## src/rtl/act_unit_arbiter.sv

```systemverilog
// Round-robin burst arbiter sharing one registered activation unit among NUM_REQ lanes,
// with id/last tagging and a credit-protected response FIFO. Optional counters: ACT_ARB_PERF_EN.
module act_unit_arbiter #(
    parameter int NUM_REQ     = 4,
    parameter int DATA_WIDTH  = 8,
    parameter int RSP_DEPTH   = 4,
    parameter int ACT_LATENCY = 1,
    localparam int ID_W       = $clog2(NUM_REQ)
) (
    input  logic                          clk,
    input  logic                          rst,
    input  logic [NUM_REQ-1:0]            req_valid,
    output logic [NUM_REQ-1:0]            req_ready,
    input  logic [NUM_REQ*DATA_WIDTH-1:0] req_data,
    input  logic [NUM_REQ*3-1:0]          req_act_type,
    input  logic [NUM_REQ-1:0]            req_last,
    output logic [2:0]                    act_type,
    output logic                          act_valid_in,
    output logic [DATA_WIDTH-1:0]         act_data_in,
    input  logic [DATA_WIDTH-1:0]         act_data_out,
    input  logic                          act_valid_out,
    output logic                          rsp_valid,
    input  logic                          rsp_ready,
    output logic [DATA_WIDTH-1:0]         rsp_data,
    output logic [ID_W-1:0]               rsp_id,
    output logic                          rsp_last,
    output logic                          busy
`ifdef ACT_ARB_PERF_EN
    ,
    output logic [31:0]                   perf_beats,
    output logic [31:0]                   perf_stall
`endif
);
    localparam int CNT_W = $clog2(RSP_DEPTH + 1);
    localparam int PTR_W = $clog2(RSP_DEPTH);
    localparam int TAG_W = ID_W + 2;
    localparam int ENT_W = DATA_WIDTH + ID_W + 1;

    localparam logic [0:0] ST_IDLE   = 1'b0;
    localparam logic [0:0] ST_LOCKED = 1'b1;

    logic [0:0]            state_q, state_d;
    logic [ID_W-1:0]       grant_q, grant_d;
    logic [ID_W-1:0]       rr_ptr_q, rr_ptr_d;
    logic [TAG_W-1:0]      tag_q [ACT_LATENCY];
    logic [TAG_W-1:0]      tag_d [ACT_LATENCY];
    logic [ENT_W-1:0]      mem_q [RSP_DEPTH];
    logic [PTR_W-1:0]      wr_ptr_q, wr_ptr_d, rd_ptr_q, rd_ptr_d;
    logic [CNT_W-1:0]      count_q, count_d, inflight_q, inflight_d;
    logic [DATA_WIDTH-1:0] data_hold_q, data_hold_d;
    logic [2:0]            type_hold_q, type_hold_d;

    logic [CNT_W:0]        occupancy;
    logic                  credit_ok, fire, push, pop, found;
    logic [ID_W-1:0]       pick, cand;
    logic [DATA_WIDTH-1:0] g_data;
    logic [2:0]            g_type;
    logic [ENT_W-1:0]      head;

    always_comb begin
        g_data = '0;
        g_type = '0;
        for (int i = 0; i < NUM_REQ; i++) begin
            if (ID_W'(i) == grant_q) begin
                g_data = req_data[i*DATA_WIDTH +: DATA_WIDTH];
                g_type = req_act_type[i*3 +: 3];
            end
        end

        // Credit counts FIFO entries plus beats still inside the unit, which cannot stall.
        occupancy = {1'b0, count_q} + {1'b0, inflight_q};
        credit_ok = occupancy < (CNT_W + 1)'(RSP_DEPTH);
        fire      = (state_q == ST_LOCKED) && req_valid[grant_q] && credit_ok;
        req_ready = '0;
        if (state_q == ST_LOCKED && credit_ok) req_ready[grant_q] = 1'b1;

        data_hold_d  = fire ? g_data : data_hold_q;
        type_hold_d  = fire ? g_type : type_hold_q;
        act_valid_in = fire;
        act_data_in  = data_hold_d;
        act_type     = type_hold_d;

        state_d  = state_q;
        grant_d  = grant_q;
        rr_ptr_d = rr_ptr_q;
        found    = 1'b0;
        pick     = '0;
        cand     = '0;
        if (state_q == ST_IDLE) begin
            for (int i = 0; i < NUM_REQ; i++) begin
                cand = ID_W'((int'(rr_ptr_q) + i) % NUM_REQ);
                if (!found && req_valid[cand]) begin
                    found = 1'b1;
                    pick  = cand;
                end
            end
            if (found) begin
                state_d = ST_LOCKED;
                grant_d = pick;
            end
        end else if (fire && req_last[grant_q]) begin
            state_d  = ST_IDLE;
            rr_ptr_d = (grant_q == ID_W'(NUM_REQ - 1)) ? '0 : grant_q + ID_W'(1);
        end

        tag_d[0] = {fire, grant_q, req_last[grant_q]};
        for (int k = 1; k < ACT_LATENCY; k++) tag_d[k] = tag_q[k-1];

        // Only tagged results are captured, so unit outputs left over from before reset are dropped.
        push      = act_valid_out && tag_q[ACT_LATENCY-1][TAG_W-1];
        rsp_valid = count_q != '0;
        pop       = rsp_valid && rsp_ready;
        head      = mem_q[rd_ptr_q];
        rsp_data  = rsp_valid ? head[ENT_W-1 -: DATA_WIDTH] : '0;
        rsp_id    = rsp_valid ? head[ID_W:1] : '0;
        rsp_last  = rsp_valid && head[0];

        wr_ptr_d = push ? wr_ptr_q + PTR_W'(1) : wr_ptr_q;
        rd_ptr_d = pop  ? rd_ptr_q + PTR_W'(1) : rd_ptr_q;
        case ({push, pop})
            2'b10:   count_d = count_q + CNT_W'(1);
            2'b01:   count_d = count_q - CNT_W'(1);
            default: count_d = count_q;
        endcase
        case ({fire, push})
            2'b10:   inflight_d = inflight_q + CNT_W'(1);
            2'b01:   inflight_d = inflight_q - CNT_W'(1);
            default: inflight_d = inflight_q;
        endcase

        busy = (state_q == ST_LOCKED) || (inflight_q != '0) || rsp_valid;
    end

    always_ff @(posedge clk) begin
        if (rst) begin
            state_q     <= ST_IDLE;
            grant_q     <= '0;
            rr_ptr_q    <= '0;
            wr_ptr_q    <= '0;
            rd_ptr_q    <= '0;
            count_q     <= '0;
            inflight_q  <= '0;
            data_hold_q <= '0;
            type_hold_q <= '0;
            for (int k = 0; k < ACT_LATENCY; k++) tag_q[k] <= '0;
        end else begin
            state_q     <= state_d;
            grant_q     <= grant_d;
            rr_ptr_q    <= rr_ptr_d;
            wr_ptr_q    <= wr_ptr_d;
            rd_ptr_q    <= rd_ptr_d;
            count_q     <= count_d;
            inflight_q  <= inflight_d;
            data_hold_q <= data_hold_d;
            type_hold_q <= type_hold_d;
            for (int k = 0; k < ACT_LATENCY; k++) tag_q[k] <= tag_d[k];
        end
    end

    always_ff @(posedge clk) begin
        if (push) mem_q[wr_ptr_q] <= {act_data_out, tag_q[ACT_LATENCY-1][ID_W:0]};
    end

    always @(posedge clk) begin
        if (!rst) assert (!(push && count_q == CNT_W'(RSP_DEPTH)));
    end

`ifdef ACT_ARB_PERF_EN
    logic [31:0] perf_beats_q, perf_beats_d, perf_stall_q, perf_stall_d;
    logic        stall;

    always_comb begin
        stall        = (state_q == ST_LOCKED) && req_valid[grant_q] && !credit_ok;
        perf_beats_d = (fire && perf_beats_q != '1) ? perf_beats_q + 32'd1 : perf_beats_q;
        perf_stall_d = (stall && perf_stall_q != '1) ? perf_stall_q + 32'd1 : perf_stall_q;
        perf_beats   = perf_beats_q;
        perf_stall   = perf_stall_q;
    end

    always_ff @(posedge clk) begin
        if (rst) begin
            perf_beats_q <= '0;
            perf_stall_q <= '0;
        end else begin
            perf_beats_q <= perf_beats_d;
            perf_stall_q <= perf_stall_d;
        end
    end
`endif
endmodule

```

## config.mk

```make
export PLATFORM = sky130hd
export DESIGN_NAME = act_unit_arbiter
export DESIGN_NICKNAME = d
export VERILOG_FILES = /design/src/rtl/act_unit_arbiter.sv
export SDC_FILE = /design/constraint.sdc
export NUM_CORES = 1
export LEC_CHECK = 0
export CORE_ASPECT_RATIO = 1.75
export CORE_MARGIN = 8
export CORE_UTILIZATION = 49
export CTS_CLUSTER_SIZE = 12
export DETAILED_ROUTE_END_ITERATION = 8
export PLACE_DENSITY = 0.8
export SLEW_MARGIN = 20
export SYNTH_ARGS = -nofsm -noshare
export SYNTH_HDL_FRONTEND = slang
export SYNTH_SLANG_ARGS = --single-unit
```

## constraint.sdc

```tcl
create_clock -name clk -period 3.6 [get_ports clk]
set_input_delay 1.08 -clock clk [delete_from_list [all_inputs] [get_ports clk]]
set_output_delay 1.08 -clock clk [all_outputs]
set_load 0.01 [all_outputs]
```

### After elaboration in Yosys (flattened, before gate mapping)

Memory sizes are Yosys's and may differ from the RTL's. A register that Yosys moved wholly into a read port is not among the register bits.
Cells that the tools add are included.

* add/subtract/negate cells: 11
* $lt $le $gt $ge: 7
* equal/unequal tests: 8
* muxes and demuxes: 54
* bitwise logic cells: 1
* reduce and logical (&&, ||, !) cells: 24

Operators with widths (count)
* 8-bit 2-to-1 mux: 6
* 1-bit 2-to-1 mux: 24
* 2-bit 2-to-1 mux: 8
* 2-bit by 3-bit less-than comparator with 1-bit output, second input constant: 5
* 3-bit 2-to-1 mux: 5
* 1-bit binary-select mux with 2-bit select: 6
* 3-bit one-hot mux with 2 select lines: 2
* 1-bit logical AND: 11
* 2-bit by 1-bit adder with 2-bit output, second input constant: 4
* 4-bit 2-to-1 mux: 2
* 3-bit by 1-bit adder with 3-bit output, second input constant: 2
* 2-bit equality test, second input constant: 3
* 3-bit nonzero test: 2
* 3-bit by 1-bit subtractor with 3-bit output, second input constant: 2
* 2-bit adder, second input constant: 2
* 3-bit by 3-bit adder with 4-bit output: 1
* 2-bit by 1-bit equality test with 1-bit output, second input constant: 2
* 2-bit equality test, first input constant: 2
* 4-bit by 3-bit less-than comparator with 1-bit output, second input constant: 1
* 2-bit AND reduction: 2
* 2-bit nonzero test: 2
* 4-bit OR reduction: 1
* 1-bit logical NOT: 3
* 1-bit demux with 2-bit select: 1
* other kinds (5): 6

* register bits: 26
* RAM bits: 48
* logic and storage cells: 116
* memories kept: 2

Memory list
* mem_q: depth 4, width 11, read ports 1, clocked after Yosys merged registers in 1, wr ports 1, RTL line 47 `logic [ENT_W-1:0] mem_q [RSP_DEPTH];`
* tag_q: depth 1, width 4, read ports 1, clocked after Yosys merged registers in 0, wr ports 1, RTL line 45 `logic [TAG_W-1:0] tag_q [ACT_LATENCY];`

### Longest topological paths before layout

* depth in word-level cells: 18
* mapped depth: 11
* mapped depth without buffers: 9

### Least setup slack after synthesis

OpenSTA, ideal clock, no wires.

* path type: input to output
* start: in req_valid[3]
* end: out act_data_in[0]
* arrival: 2.255 ns
* required time: 2.520 ns
* path slack: 0.265 ns
* stages: 5
* buffers on the path: 2
* path through: mux4_2 > and3_4 > buf_6 > buf_2 > a21oi_1

* word-level cells in the longest chain between the ends: 5

RTL lines
* start, declared: RTL line 12 `input logic [NUM_REQ-1:0] req_valid,`
* 1-bit binary-select mux with 2-bit select: RTL line 73 `fire = (state_q == ST_LOCKED) && req_valid[grant_q] && credit_ok;`
* 1-bit 2-to-1 mux (implied by the code): RTL line 73
* 1-bit logical AND (2 in series): RTL line 73
* named net act_valid_in: RTL line 18 `output logic act_valid_in,`
* 8-bit 2-to-1 mux: RTL line 77 `data_hold_d = fire ? g_data : data_hold_q;`
* end, declared: RTL line 19 `output logic [DATA_WIDTH-1:0] act_data_in,`

The timed path passes the listed nets, and every way through them passes these cells. The select of a mux whose other input is x is not followed.

### Final worst setup path

* start: in req_valid[2]
* end: out act_data_in[2]

* word-level cells in the longest chain between the ends: 5

RTL lines (RTL line)
* 1-bit binary-select mux with 2-bit select: 73
* 1-bit 2-to-1 mux (implied by the code): 73
* 1-bit logical AND (2 in series): 73
* 8-bit 2-to-1 mux: 77

No other way between the ends. The select of a mux whose other input is x is not followed.

==> out/metrics.yaml <==
routabilityCongestion: 0.854
placementRows: 41
cp_data_required_time_ps: 2520
numCtsBuffers: 9
dp_hpwl_um: 6810
grt_pass1_wl_um: 15200
ys.flop_type: "edfxtp_1"
cpPeakStageDelay_ps: 530
slew_violations: 0
multi_input_area_mm2: 0.00159
synth_top_family_by_area: "compound AO/OA/AOI/OAI gates"
totalWireLength_um: 9640
clock_latency_ps: 330
setup_viol: 0
crit_slowest_cell: "mux4_2"
hold_buffers: 0
clockBufferDepth: 2
rrSetupSlack_ps: 510
htree_levels: 3
finalClockSkew_ps: 7.23
min_path_type: "flop to flop"
grt_overflow: 0
grt_max_degree: 25
fillers: 488
area_growth_pct: 45.6
via_count: 2894
crit_path_max_fanout: 5
max_freq_ghz: 0.280
synth_simple_gate_area_share: 0.110
finalCriticalPeriod_ps: 3570
ys_seq_area_frac: 0.541
final_cell_mix: "clkdlybuf4s50_1 (76), buf_4 (47), edfxtp_1 (44)"
postLayoutCoreUtil: 0.735
syn-cell-area_mm2: 0.00362
critical_path_arrival_ps: 2490
power.total_w: 0.00240
r2r_start: "count_q[2]"
die_h_um: 130
ys_warn_count: 0
ios: 93
final_area_mm2: 0.00528
dr.pass1.iters: 4
diodes: 0
finalHoldViolCount: 0
die_w_um: 81.0
synth_cell_type_count: 38
path_cells: "clkdlybuf4s15_1, mux4_2, and3_4, buf_8, nor2_4, a21oi_2, buf_2"
clock-sinks: 76
power_leakage_nw: 2.04
synth_fa_ha_area_frac: 0.0525
dieArea_mm2: 0.0105
period_share: 0.992
tightest_slew_ps: 617
grt_use_total: 0.191
vdd_drop_max_v: 0.000251
seqCellArea_mm2: 0.00196
synth_compound_area_frac: 0.145
ys_ff_latch: 76
crit_path_start_kind: "input pin"
synth.avg_cell_area_um2: 12.3
synth_xor_area_frac: 0.0169
core-area_mm2: 0.00718
vias_per_cell: 5.51
routedWlPerCell_um: 18.4
antenna_found_initial: 0
drt_iter0_drc: 156
synth_cells: 295
initial_core_util: 0.505
max-cap-violations: 0
layout_commonest_cell: "clkdlybuf4s50_1"
clk_pin_slew_worst_paths_ps: 60
cp-startpoint: "req_valid[2]"
nNetsFinal: 512
maxSlewHeadroom: 0.589
powerDensity_mw_per_mm2: 454
outcome: "complete, no violations"
tritoncts: "done"
syn_nets: 373
muxShareOfSynthArea: 0.0873
crit_type: "input pin to primary output"
worst_setup_path_end_kind: "primary output"
drive_gt1_frac: 0.273
ctsRootBufferMaster: "clkbuf_16"
grt_pass1_vias: 3159
hp-start: "tag_q[0][2]"
ys_async_sr_fraction: 0
synth_edf_count: 44
drc: 0
io_buffers: 92
placed_cell_area_mm2: 0.00486
ant_nets: 0
[path summary, 6_finish.rpt]
kind / to / depth (start not counted)
setup / recovery: act_data_in[2] / 7
hold / removal: mem_q[1][2] / 0
setup reg to reg: inflight_q[2] / 12
hold reg to reg: mem_q[1][2] / 0
[cell families (layout without fill, tap and decap cells)]
logic type | Yosys count | count (layout)
adders and majority gates | 14 | 14
xor gates and xnor gates | 7 | 7
and+or+nand+nor | 74 | 77
muxes | 15 | 15
AOI/OAI and AO/OA | 72 | 72
buffers and inverters | 37 | 178
DFF | 76 | 76
[per-layer routing]
metal / part of all wire / global-route usage / vias up / routed length [µm]
met5: 0 / 0 / - / 0
met4: 0.039 / 0.102 / 0 / 378
li1: - / - / 1382 / -
met1: 0.35 / 0.177 / 1349 / 3340
met2: 0.53 / 0.345 / 140 / 5110
met3: 0.084 / 0.0730 / 23 / 810
[worst max-delay path, delay by kind of cell]
| family | cells | cell delay, ps |
|---|---|---|
| multiplexers | 1 | 530 |
| buffers and inverters | 3 | 470 |
| AND/OR/NAND/NOR | 2 | 360 |
| AO/OA/AOI/OAI | 1 | 50 |
[per-stage QoR]
stage | setup TNS, ps | hold slack [ps] | setup slack, ps | instances
4_1_cts | 0 | 485 | 18.9 | 524
3_5_place_dp | -7070 | 467 | -638 | 496
2_1_floorplan | 0 | 438 | 265 | 295
3_3_place_gp | -6630 | 443 | -571 | 496
5_1_grt | -17.3 | 514 | -8.19 | 525
6_report | 0 | 483 | 28.6 | 525
[cell usage after synthesis (2+ instances only)]
cell | number | area (µm²)
edfxtp_1 | 44 | 1320
a21oi_1 | 35 | 175
dfxtp_1 | 32 | 641
inv_1 | 21 | 78.8
nor2_1 | 20 | 75.1
and2_1 | 12 | 75.1
ha_1 | 12 | 150
mux4_2 | 12 | 270
a211oi_2 | 11 | 138
a22oi_1 | 11 | 82.6
a221o_1 | 10 | 100
clkbuf_1 | 10 | 37.5
nand2_1 | 10 | 37.5
and3_1 | 8 | 50.1
nor2_2 | 5 | 31.3
or3_1 | 4 | 25.0
xor2_1 | 4 | 35.0
nand3_1 | 3 | 15.0
o21ai_0 | 3 | 15.0
xnor2_1 | 3 | 26.3
buf_2 | 2 | 10.0
buf_6 | 2 | 22.5
fa_1 | 2 | 40.0
mux2i_1 | 2 | 20.0
nand2b_1 | 2 | 12.5
nor2b_1 | 2 | 12.5
nor4_1 | 2 | 12.5
[registers in the layout (all words and copies together), names as in the netlist, named ones only]
| register | cells |
|---|---|
| data_hold_q | 8 |
| rd_ptr_q | 2 |
| mem_q | 44 |
| count_q | 3 |
| grant_q | 2 |
| inflight_q | 3 |
| state_q | 1 |
| wr_ptr_q | 2 |
| rr_ptr_q | 2 |
| type_hold_q | 3 |
| tag_q | 4 |
[power by group]
group          switching (W)  internal (W)
combinational       0.000235      0.000303
clock               0.000347      0.000536
sequential         0.0000249      0.000949
total               0.000607       0.00179
[area by class of cell]
type                       instances  share of cell area
clock inverter                     6              0.0121
multi-input combinational        185               0.302
inverter                          21              0.0149
clock buffer                      10              0.0434
sequential                        76               0.372
tap                               86              0.0204
timing repair buffer             141               0.236
[what timing repair did]
| item | CTS | global route |
|---|---|---|
| endpoints found under the setup margin | 12 | 7 |
| gates cloned | 3 | 0 |
| buffers inserted | 9 | 1 |
| resized for setup | 67 | 6 |
| pin swaps | 2 | 2 |
Power figures use the tool's default switching activity.
